<file path="src/rtl/sseg_scan_driver.sv">
`default_nettype none
// ============================================================================
// Module   : sseg_scan_driver
// Brief    : Time-multiplexed common-anode 7-segment scanner with per-frame
//            BCD snapshot, leading-zero blanking and dash glyph for bad codes.
// Revision : 1.0 - initial release
// ============================================================================
module sseg_scan_driver #(
    parameter int DIGITS      = 4,
    parameter int REFRESH_DIV = 50000
) (
    input  logic                  clk,
    input  logic                  reset,
    input  logic                  en,
    input  logic [4*DIGITS-1:0]   bcd_in,
    input  logic [DIGITS-1:0]     dp_in,
    input  logic                  blank_lz,
    output logic [DIGITS-1:0]     an,
    output logic [6:0]            sseg,
    output logic                  dp,
    output logic                  frame_tick
);

    localparam int CNT_W = (REFRESH_DIV > 1) ? $clog2(REFRESH_DIV) : 1;
    localparam int IDX_W = (DIGITS > 1) ? $clog2(DIGITS) : 1;
    localparam logic [CNT_W-1:0] C_CNT_MAX = CNT_W'(REFRESH_DIV - 1);
    localparam logic [IDX_W-1:0] C_IDX_MAX = IDX_W'(DIGITS - 1);
    localparam logic [6:0]       C_SEG_OFF = 7'b1111111;
    localparam logic [6:0]       C_SEG_DASH = 7'b0111111;

    logic [CNT_W-1:0]    cnt_q,      cnt_d;
    logic [IDX_W-1:0]    idx_q,      idx_d;
    logic [4*DIGITS-1:0] snap_bcd_q, snap_bcd_d;
    logic [DIGITS-1:0]   snap_dp_q,  snap_dp_d;
    logic [DIGITS-1:0]   an_q,       an_d;
    logic [6:0]          sseg_q,     sseg_d;
    logic                dp_q,       dp_d;
    logic                ft_q,       ft_d;

    logic                w_wrap;
    logic                w_frame_end;
    logic [3:0]          w_digit;
    logic                w_dp_sel;
    logic                w_blank;
    logic                w_zero_run;
    logic [6:0]          w_glyph;

    always_comb begin
        w_wrap      = en && (cnt_q == C_CNT_MAX);
        w_frame_end = w_wrap && (idx_q == C_IDX_MAX);

        cnt_d = cnt_q;
        idx_d = idx_q;
        if (en) begin
            if (w_wrap) begin
                cnt_d = '0;
                idx_d = (idx_q == C_IDX_MAX) ? '0 : idx_q + IDX_W'(1);
            end else begin
                cnt_d = cnt_q + CNT_W'(1);
            end
        end

        snap_bcd_d = w_frame_end ? bcd_in : snap_bcd_q;
        snap_dp_d  = w_frame_end ? dp_in  : snap_dp_q;
        ft_d       = w_frame_end;
    end

    // Walk from the most significant digit down so the running zero flag
    // tells whether the current digit and everything above it are zero.
    always_comb begin
        w_digit    = 4'd0;
        w_dp_sel   = 1'b0;
        w_blank    = 1'b0;
        w_zero_run = 1'b1;
        an_d       = '1;
        for (int k = DIGITS - 1; k >= 0; k--) begin
            w_zero_run = w_zero_run && (snap_bcd_q[4*k +: 4] == 4'd0);
            if (idx_q == IDX_W'(k)) begin
                w_digit  = snap_bcd_q[4*k +: 4];
                w_dp_sel = snap_dp_q[k];
                w_blank  = blank_lz && (k != 0) && w_zero_run;
                an_d[k]  = 1'b0;
            end
        end
    end

    always_comb begin
        case (w_digit)
            4'd0:    w_glyph = 7'b1000000;
            4'd1:    w_glyph = 7'b1111001;
            4'd2:    w_glyph = 7'b0100100;
            4'd3:    w_glyph = 7'b0110000;
            4'd4:    w_glyph = 7'b0011001;
            4'd5:    w_glyph = 7'b0010010;
            4'd6:    w_glyph = 7'b0000010;
            4'd7:    w_glyph = 7'b1111000;
            4'd8:    w_glyph = 7'b0000000;
            4'd9:    w_glyph = 7'b0010000;
            default: w_glyph = C_SEG_DASH;
        endcase

        if (en) begin
            sseg_d = w_blank ? C_SEG_OFF : w_glyph;
            dp_d   = ~w_dp_sel;
        end else begin
            sseg_d = C_SEG_OFF;
            dp_d   = 1'b1;
        end
    end

    always_ff @(posedge clk) begin
        if (reset) begin
            cnt_q      <= '0;
            idx_q      <= '0;
            snap_bcd_q <= '0;
            snap_dp_q  <= '0;
            an_q       <= '1;
            sseg_q     <= C_SEG_OFF;
            dp_q       <= 1'b1;
            ft_q       <= 1'b0;
        end else begin
            cnt_q      <= cnt_d;
            idx_q      <= idx_d;
            snap_bcd_q <= snap_bcd_d;
            snap_dp_q  <= snap_dp_d;
            an_q       <= en ? an_d : '1;
            sseg_q     <= sseg_d;
            dp_q       <= dp_d;
            ft_q       <= ft_d;
        end
    end

    assign an         = an_q;
    assign sseg       = sseg_q;
    assign dp         = dp_q;
    assign frame_tick = ft_q;

endmodule
`default_nettype wire

</file>
<file path="config.mk">
export PLATFORM = sky130hd
export DESIGN_NAME = sseg_scan_driver
export DESIGN_NICKNAME = d
export VERILOG_FILES = /design/src/rtl/sseg_scan_driver.sv
export SDC_FILE = /design/constraint.sdc
export NUM_CORES = 1
export LEC_CHECK = 0
export BUFFER_PORTS_ARGS = -buffer_cell sky130_fd_sc_hd__buf_4
export CAP_MARGIN = 0
export CORE_UTILIZATION = 50
export DETAILED_ROUTE_END_ITERATION = 12
export GPL_ROUTABILITY_DRIVEN = 0
export PLACE_DENSITY = 0.75
export SETUP_SLACK_MARGIN = 0.1
export SLEW_MARGIN = 20
export SYNTH_ARGS = -nofsm -noshare
export SYNTH_HDL_FRONTEND = slang
export SYNTH_SLANG_ARGS = --single-unit
</file>
<file path="constraint.sdc">
create_clock -name clk -period 3.2 [get_ports clk]
set_input_delay 0.32 -clock clk [delete_from_list [all_inputs] [get_ports clk]]
set_output_delay 0.32 -clock clk [all_outputs]
set_load 0.05 [all_outputs]
</file>
==> impl_metrics.tcl <==
set metrics [dict create \
    via_per_inst 5.44 \
    place_hpwl_um 3000 \
    synth.avg_cell_area_um2 9.84 \
    cts_resized 0 \
    power.leakage_uw 0.00100 \
    std_cell_rows 23 \
    final.setup.tns_ns 0 \
    synth_ff_type "dfxtp_1" \
    drv_cap 0 \
    grt_max_degree 22 \
    crit_top_cell "ha_1" \
    drc 0 \
    die_w_um 68.0 \
    final_layout_size_suffix_gt1_frac 0.243 \
    reg2reg_slack_ns 0.97 \
    synthAdderAreaFrac 0.0345 \
    syn_nets 251 \
    area_delta_synth_final_pct 17.0 \
    dp_cells 297 \
    clk_pin_slew_ns 0.09 \
    synth_top_family_by_area "simple AND/OR/NAND/NOR gates" \
    crit_family "compound AO/OA/AOI/OAI gates" \
    muxShareOfSynthArea 0.00460 \
    vias 1659 \
    start_util 0.532 \
    synth-edff-count 0 \
    synth_simple_gate_area_frac 0.212 \
    num_io_pins 37 \
    ys_seq_elements 51 \
    cp_slowest_cell "ha_1" \
    relSlewSlack 0.558 \
    synth_xor_area_frac 0.0604 \
    synth_area_leaders "dfxtp_1 (47%), a22o_2 (5.1%), xor2_1 (4.0%)" \
    cts_buffer_depth 2 \
    hold_viol 0 \
    final_area_um2 2540 \
    syn-cell-area_um2 2170 \
    path_cells "inv_1 > ha_1 > a211oi_1 > a211oi_2 > ha_1 > a21oi_1 > o21ai_0" \
    tightest_slew_ns 0.663 \
    path_class "reg -> reg" \
    post-route-period-util 0.697 \
    grtUsageTotal 0.201 \
    yosysTopAreaCell "dfxtp_1" \
    core_area_um2 4090 \
    final_antenna_net_count 0 \
    slowest_delay_ns 0.49 \
    ys_warn_count 0 \
    synth_compound_area_frac 0.174 \
    postCtsSetupRepairBufs 0 \
    io_buffers 36 \
    htreeDepth 2 \
    run_status "completed" \
    synth_seq_area_share 0.470 \
    postCtsHoldBufs 0 \
    critPathMaxFanout 17 \
    finalNonFillerCells 305 \
    period_minus_slack_ns 2.23 \
    cts_buffers 5 \
    place_area_um2 2440 \
    diodes 0 \
    crit_required_ns 3.36 \
    p_per_area_nw_per_um2 431 \
    worst_setup_path_end_kind "flip-flop" \
    drtPass1Iterations 4 \
    slew_viol_final 0 \
    cts_tree "done" \
    drt_iter0_markers 117 \
    fin_skew_ns 0.00555 \
    synth_cell_types 39 \
    cts_num_sinks 51 \
    arrival_ns 2.39 \
    rsz0062_at_grt "false" \
    synth.top_cell.area_share 0.470 \
    clock_latency_ns 0.29 \
    grt.overflow.total 0 \
    totalPowerFinal_uw 1100 \
    hp-class "in -> reg" \
    final_nets 284 \
    grt_pass1_vias 1495 \
    dieArea_um2 4620 \
    syn_inst 221 \
    antenna_found_initial 0 \
    grt_pass1_wl_um 6980 \
    start_kind "flip-flop" \
    hold_slack_ns 0.233 \
    cp_num_buf_inv 1 \
    clock.fmax_mhz 448 \
    ir_drop_mv 0.262 \
    synthArstFlopShare 0 \
    wire_per_inst_um 13.6 \
    setup_violations 0 \
    root_buffer "clkbuf_8" \
    routed_wl_um 4130 \
    die_h_um 68.0 \
]
[synthesized netlist by cell type, drive strengths merged, types with 6 or more instances]
master / n
o21ai: 7
xor2: 10
a211oi: 6
nand2: 15
nand3: 6
a21oi: 9
buf: 9
inv: 7
nand3b: 8
a22o: 20
nor2: 23
ha: 6
dfxtp: 51
[where the power goes]
| part | switching, uW | internal, uW | total, uW |
|---|---|---|---|
| combinational | 36.4 | 28.7 | 65.1 |
| sequential | 2.81 | 641 | 643 |
| clock | 190 | 197 | 387 |
[flip-flops by register name, indices dropped and copies added, names as in the netlist]
name / cells
cnt_q: 16
snap_bcd_q: 16
sseg: 7
an: 4
snap_dp_q: 4
idx_q: 2
dp: 1
frame_tick: 1
[metrics by stage]
step | util | worst slack [ns]
2_1_floorplan | - | 1.26
3_3_place_gp | 0.598 | 1.11
3_5_place_dp | 0.598 | 1.02
4_1_cts | 0.623 | 0.988
5_1_grt | 0.623 | 0.680
6_report | 0.623 | 0.968
[final timing paths]
| kind | from | end | cells after the start |
|---|---|---|---|
| worst max register to register | idx_q[0] | sseg[1] | 7 |
| worst min-delay path | bcd_in[11] | snap_bcd_q[11] | 2 |
| worst min register to register | snap_dp_q[0] | snap_dp_q[0] | 1 |
| worst max-delay path | idx_q[0] | sseg[1] | 7 |
[final cells by class]
class	instances	area, um^2
Multi-Input combinational cell	152	1060
Tap cell	50	62.6
Sequential cell	51	1020
Fill cell	366	1540
Clock buffer	8	100
Timing Repair Buffer	37	278
Inverter	7	26.3
[placed cells by master, fill, tap and decap left out, types with 2 or more instances in the layout]
cell       count
nor2b_1        4
ha_1           6
o2111ai_1      2
nand3_1        6
xor2_1        10
nor3_1         4
dfxtp_1       51
nor3b_1        4
a221o_1        2
inv_1          7
nand2_1       15
xnor2_1        5
clkbuf_8       7
a21oi_1        9
o21ai_0        7
nand4_1        4
buf_4         37
and4bb_2       2
nor2_1        23
a211oi_1       4
nand2b_1       2
nor4_1         2
a22o_2        11
a22o_1         9
a211oi_2       2
nand3b_1       8
[routing by layer]
metal	routed length, um	global-route usage	up-vias
met5	0	0	-
met4	40	0.0625	0
met3	172	0.0467	4
met2	1770	0.303	42
met1	2150	0.282	760
li1	-	-	853
[kinds of logic after synthesis]
logic type / after synthesis
AOI/OAI and AO/OA: 48
xor gates and xnor gates: 15
adders and majority gates: 6
buffers and inverters: 18
DFF: 51
muxes: 1
and+or+nand+nor: 82
No activity file was read; power rests on OpenSTA's default activity.
